File: src/rtl/tail_lamp_controller.sv
// Thunderbird-style rear cluster controller: three lamps per side, a sequential
// inside-to-outside sweep for turn requests and an all-lamp flash for hazard.
// Lamp state advances once per animation step of STEP_CYCLES clocks.
module tail_lamp_controller #(
  parameter int STEP_CYCLES = 1
) (
  input  logic       clk,
  input  logic       rst,
  input  logic       turn_left,
  input  logic       turn_right,
  input  logic       emergency,
  output logic [2:0] left_indicator_lamp,
  output logic [2:0] right_indicator_lamp
);

  localparam int CW = (STEP_CYCLES > 1) ? $clog2(STEP_CYCLES) : 1;
  localparam logic [CW-1:0] CNT_LAST = CW'(STEP_CYCLES - 1);

  typedef enum logic [2:0] {
    IDLE = 3'd0,
    L1   = 3'd1,
    L2   = 3'd2,
    L3   = 3'd3,
    R1   = 3'd4,
    R2   = 3'd5,
    R3   = 3'd6,
    HAZ  = 3'd7
  } state_t;

  state_t        state, nxt;
  logic [CW-1:0] cnt;
  logic          tick;
  logic          hazard_req;
  logic          in_sweep;
  logic          override;
  logic [2:0]    left_nxt, right_nxt;

  // Both turn levels together are treated exactly like the hazard switch.
  assign hazard_req = emergency | (turn_left & turn_right);
  assign tick       = (cnt == CNT_LAST);
  assign in_sweep   = (state != IDLE) && (state != HAZ);
  // Hazard cuts a sweep short immediately, without waiting for a step boundary.
  assign override   = in_sweep && hazard_req;

  // Step counter: wraps on tick, restarts when hazard pre-empts a sweep.
  always_ff @(posedge clk) begin
    if (rst)                   cnt <= '0;
    else if (override || tick) cnt <= '0;
    else                       cnt <= cnt + 1'b1;
  end

  // State register.
  always_ff @(posedge clk) begin
    if (rst) state <= IDLE;
    else     state <= nxt;
  end

  // Next-state logic: sweeps always run to completion unless hazard overrides.
  always_comb begin
    nxt = state;
    case (state)
      IDLE: if (tick) begin
        if (hazard_req)      nxt = HAZ;
        else if (turn_left)  nxt = L1;
        else if (turn_right) nxt = R1;
        else                 nxt = IDLE;
      end
      L1:  if (hazard_req) nxt = HAZ; else if (tick) nxt = L2;
      L2:  if (hazard_req) nxt = HAZ; else if (tick) nxt = L3;
      L3:  if (hazard_req) nxt = HAZ; else if (tick) nxt = IDLE;
      R1:  if (hazard_req) nxt = HAZ; else if (tick) nxt = R2;
      R2:  if (hazard_req) nxt = HAZ; else if (tick) nxt = R3;
      R3:  if (hazard_req) nxt = HAZ; else if (tick) nxt = IDLE;
      HAZ: if (tick) nxt = IDLE;
      default: nxt = IDLE;
    endcase
  end

  // Lamp decode of the upcoming state, so the lamp flops always mirror the state register.
  always_comb begin
    left_nxt  = 3'b000;
    right_nxt = 3'b000;
    case (nxt)
      L1:  left_nxt  = 3'b001;
      L2:  left_nxt  = 3'b011;
      L3:  left_nxt  = 3'b111;
      R1:  right_nxt = 3'b001;
      R2:  right_nxt = 3'b011;
      R3:  right_nxt = 3'b111;
      HAZ: begin
        left_nxt  = 3'b111;
        right_nxt = 3'b111;
      end
      default: ;
    endcase
  end

  // Registered lamp outputs.
  always_ff @(posedge clk) begin
    if (rst) begin
      left_indicator_lamp  <= 3'b000;
      right_indicator_lamp <= 3'b000;
    end else begin
      left_indicator_lamp  <= left_nxt;
      right_indicator_lamp <= right_nxt;
    end
  end

endmodule

File: config.mk
export PLATFORM = sky130hd
export DESIGN_NAME = tail_lamp_controller
export DESIGN_NICKNAME = d
export VERILOG_FILES = /design/src/rtl/tail_lamp_controller.sv
export SDC_FILE = /design/constraint.sdc
export NUM_CORES = 1
export LEC_CHECK = 0
export BUFFER_PORTS_ARGS = -buffer_cell sky130_fd_sc_hd__buf_4
export CAP_MARGIN = 0
export CORE_AREA = 2 2 39 41
export CTS_BUF_LIST = sky130_fd_sc_hd__clkbuf_4 sky130_fd_sc_hd__clkbuf_8 sky130_fd_sc_hd__clkbuf_16
export CTS_CLUSTER_DIAMETER = 60
export CTS_CLUSTER_SIZE = 20
export DETAILED_ROUTE_END_ITERATION = 10
export DIE_AREA = 0 0 41 43
export PLACE_DENSITY = 0.55
export SLEW_MARGIN = 20
export SYNTH_ARGS = -nofsm -noshare
export SYNTH_HDL_FRONTEND = slang
export SYNTH_SLANG_ARGS = --single-unit
export TNS_END_PERCENT = 1
File: constraint.sdc
create_clock -name clk -period 2 [get_ports clk]
set_input_delay 0.4 -clock clk [delete_from_list [all_inputs] [get_ports clk]]
set_output_delay 0.4 -clock clk [all_outputs]
set_load 0.05 [all_outputs]
Word-level counts from Yosys, hierarchy flattened
Cells that the tools add are included.

Register bits: 10. Input bits: 5. Output and inout bits: 6. Logic and storage cells: 49.

$add $sub $neg: 1. Equality and inequality tests: 15. Multiplexer cells: 17. Bitwise logic cells: 3. Reduce and logical (&&, ||, !) cells: 9.

Operators by type and width (count): 3-bit 2-to-1 mux (14); 3-bit equality test (second input constant) (8); 3-bit case mux with 7 select lines (1); 3-bit case mux with 3 select lines (2); 3-bit by 2-bit equality test with 1-bit output (second input constant) (4); 2-bit OR reduction (4); 3-bit by 1-bit equality test with 1-bit output (second input constant) (2); 3-bit zero test (1); 3-bit inequality test (second input constant) (1); 3-bit nonzero test (1); 1-bit logical AND (2); 1-bit adder (second input constant) (1); 1-bit AND (1); 1-bit logical OR (1); 1-bit inverter (1); 1-bit OR (1).

Depth between registers and ports, before layout
Word-level depth: 8. Mapped depth: 6. Mapped depth without buffers: 5.

Worst setup path before layout
Ideal clock, no wire load.

Path type: register to register. Start point: reg state[0]. End point: reg left_indicator_lamp[0]. Arrival time: 1.236 ns. Slack: 0.635 ns. Stages on the path, launching flop included: 6. Cell sequence: dfxtp_1 -> buf_6 -> and3_4 -> o32a_1 -> o31ai_2 -> o31ai_1.

Longest elaborated chain between the ends: 6. Elaborated cells between the ends (all ways): 27. Those cells by class: eq/ne (11); mux (13); reduce/logical (3).

Ends and longest elaborated chain: from (decl) (line 30) `state_t state, nxt;`; from (signal assigned) (line 55) `else state <= nxt;`; 3-bit equality test (tied with other cells) (line 61) `case (state)`; 2-bit OR reduction (no source line) (tied with other cells); 3-bit case mux with 7 select lines * (line 61); 3-bit equality test / 3-bit by 2-bit equality test with 1-bit output (equally long branches) (line 83) `case (nxt)`; 2-bit OR reduction (no source line); 3-bit case mux with 3 select lines * (line 83); to (signal assigned) (line 104) `left_indicator_lamp <= left_nxt;`; to (decl) (line 12) `output logic [2:0] left_indicator_lamp,`.

Mark *: on every way between the ends. The rest lies on a longest branch, timed or not. A chain may end at the register's enable or synchronous reset.

Worst setup path in the final report
Ends and elaborated chain as after synthesis.

==> impl_metrics.ini <==
[outcome]
status = finished clean

[route]
ant_nets = 0
drt_iter0_drc = 2
drc = 0
drt-total-wl_um = 882
routed_via_density = 4.926
via_count = 399
wl_per_cell_um = 10.89
firstDrtPassIters = 2

[synthesis]
ys_ff_latch = 9
syn_inst = 53
syn_area_um2 = 484.2
synth_top_area_share = 0.3721
ys_seq_area_frac = 0.3721
ys_types = 27
synth_area_leaders = dfxtp_1, nor2_1, a2111oi_4, o211ai_4, a21oi_1
yosys_warnings = 0
synth_common_cells = dfxtp_1, nor2_1, inv_1, nand2_1, a21oi_1
synth_enable_flop_cells = 0
synth_nets = 58
syn_avg_cell_area_um2 = 9.136
synth_ff_type = dfxtp_1
async_flop_share = 0
synth_top_area_cell = dfxtp_1

[power]
pwr-share-clk = 0.242
p_sw_frac = 0.3894
peakVddDrop_mv = 0.4596
power.leakage_uw = 0.0002603
combPwrFrac = 0.389
p_switching_uw = 248.9
power.internal_uw = 390.4
seq_power_share = 0.368
power_density_mw_per_mm2 = 1083

[hold_path]
hold_class = input pin to flop

[placement]
placed_area_um2 = 560.5
port-buffer-count = 10
place_ws_ns = 0.4318
gp_routability_congestion = 0.6705
hpwlAfterDp_um = 693.6

[worst_setup_path]
cp.arrival_ns = 1.64
end_kind = flop
start_kind = flop
crit_path_max_fanout = 9
critPathRequiredTime_ns = 2.18
path_class = flop to flop

[floorplanning]
die_w_um = 41
initial_utilization = 0.3499
ioPinCount = 11
coreArea_mm2 = 0.001384
dieArea_mm2 = 0.001763
dieHeight_um = 43
rows = 14

[timing]
final_max_slew_viol_count = 0
setup_viol = 0
finalCritPeriodShare = 0.7279
tns_ns = 0
rsz0062_at_grt = false
fin_ws_ns = 0.5443
fin_crit_ns = 1.456
finalHoldViolCount = 0
fin_skew_ns = 0.002719
max_clock_freq_mhz = 686.9

[layout]
fin_area_um2 = 590.6
layout.nets = 71
syn_to_final_growth_pct = 21.96
drive_above_1_share = 0.3231
diodes = 0
final_util = 0.4268

[global_route]
antenna_found_initial = 0
overflow = 0
track_usage = 0.1436
grt_pass1_vias = 407
grt_max_degree = 10
grt_pass1_wl_um = 1642

[cts]
cts_buffers = 3
post_cts_buffers = 0
clockBufferDepth = 2
cts_tree = done
htree_levels = 1
clk_pin_slew_worst_paths_ns = 0.06
root_buffer = clkbuf_4
clk_latency_ns = 0.26
cts.sink_count = 9
cts_hold_buf = 0
cts_resized = 0

[job]
maxCapViolations = 0
## path summary, 6_finish.rpt
| kind | start | endpoint | slack [ns] | cells after the start |
|---|---|---|---|---|
| worst max register to register | state[0] | left_indicator_lamp[0] | 0.54 | 5 |
| worst min-delay path | rst | state[1] | 0.34 | 2 |
| worst min register to register | state[1] | state[1] | 0.64 | 2 |
| worst max-delay path | state[0] | left_indicator_lamp[0] | 0.54 | 5 |
## layer usage
metal	wire length, um	track usage
met5	0	0
met4	46	0.1600
met3	58	0.01571
met2	360	0.1781
met1	416	0.1908
## area by class of cell
class                      instances  area (um^2)
inverter                           4        15.01
fill                             149        793.3
clock buffer                       4        30.03
sequential                         9        180.2
timing repair buffer              10        75.07
tap                               16        20.02
multi-input combinational         38        270.3
## registers in the layout, summed over array words and instances (netlist names)
| name | cells |
|---|---|
| cnt | 1 |
| left_indicator_lamp | 3 |
| right_indicator_lamp | 2 |
| state | 3 |
## critical path: stages (launching register included)
cell and delay (ns):
dfxtp_1 0.48, a211o_2 0.21, o211ai_4 0.10, a2111oi_4 0.38
o31ai_2 0.13, o31ai_1 0.08
## power groups by stage
stage | clock network (uW) | logic, uW | registers, uW
2_1_floorplan | 0 | 134 | 300
3_3_place_gp | 0 | 249 | 240
3_5_place_dp | 0 | 251 | 239
4_1_cts | 161 | 251 | 236
5_1_grt | 166 | 269 | 241
6_report | 155 | 249 | 236
## layout by cell type (no fill, tap or decap), drive strengths merged
cell type / Yosys / routed
a2111oi: 1 / 1
a211o: 2 / 2
a21o: 1 / 1
a21oi: 4 / 4
and2: 1 / 1
and3: 1 / 1
buf: 2 / 10
clkbuf: 0 / 4
conb: 1 / 1
dfxtp: 9 / 9
inv: 4 / 4
nand2: 4 / 4
nand2b: 2 / 2
nand3: 1 / 1
nor2: 9 / 9
nor3: 2 / 2
o211ai: 1 / 1
o21a: 1 / 1
o21ai: 1 / 1
o31ai: 2 / 2
o32a: 1 / 1
o32ai: 1 / 1
or2: 1 / 1
or3b: 1 / 1
## logic make-up after synthesis
group | after synthesis | synth area share
simple gates | 22 | 0.2248
other cells | 1 | 0.007745
flops | 9 | 0.3721
compound gates | 15 | 0.3256
buf+inv | 6 | 0.06976
## metrics by stage
stage	hold slack (ns)	power, uW	cells
after global routing	0.3548	676.3	81
after CTS	0.3367	646.9	81
after global placement	0.6180	489.7	77
after floorplan	0.4707	433.9	53
final	0.3430	639.3	81
after detailed placement	0.6222	489.2	77
No activity file was read; power rests on OpenSTA's default activity.
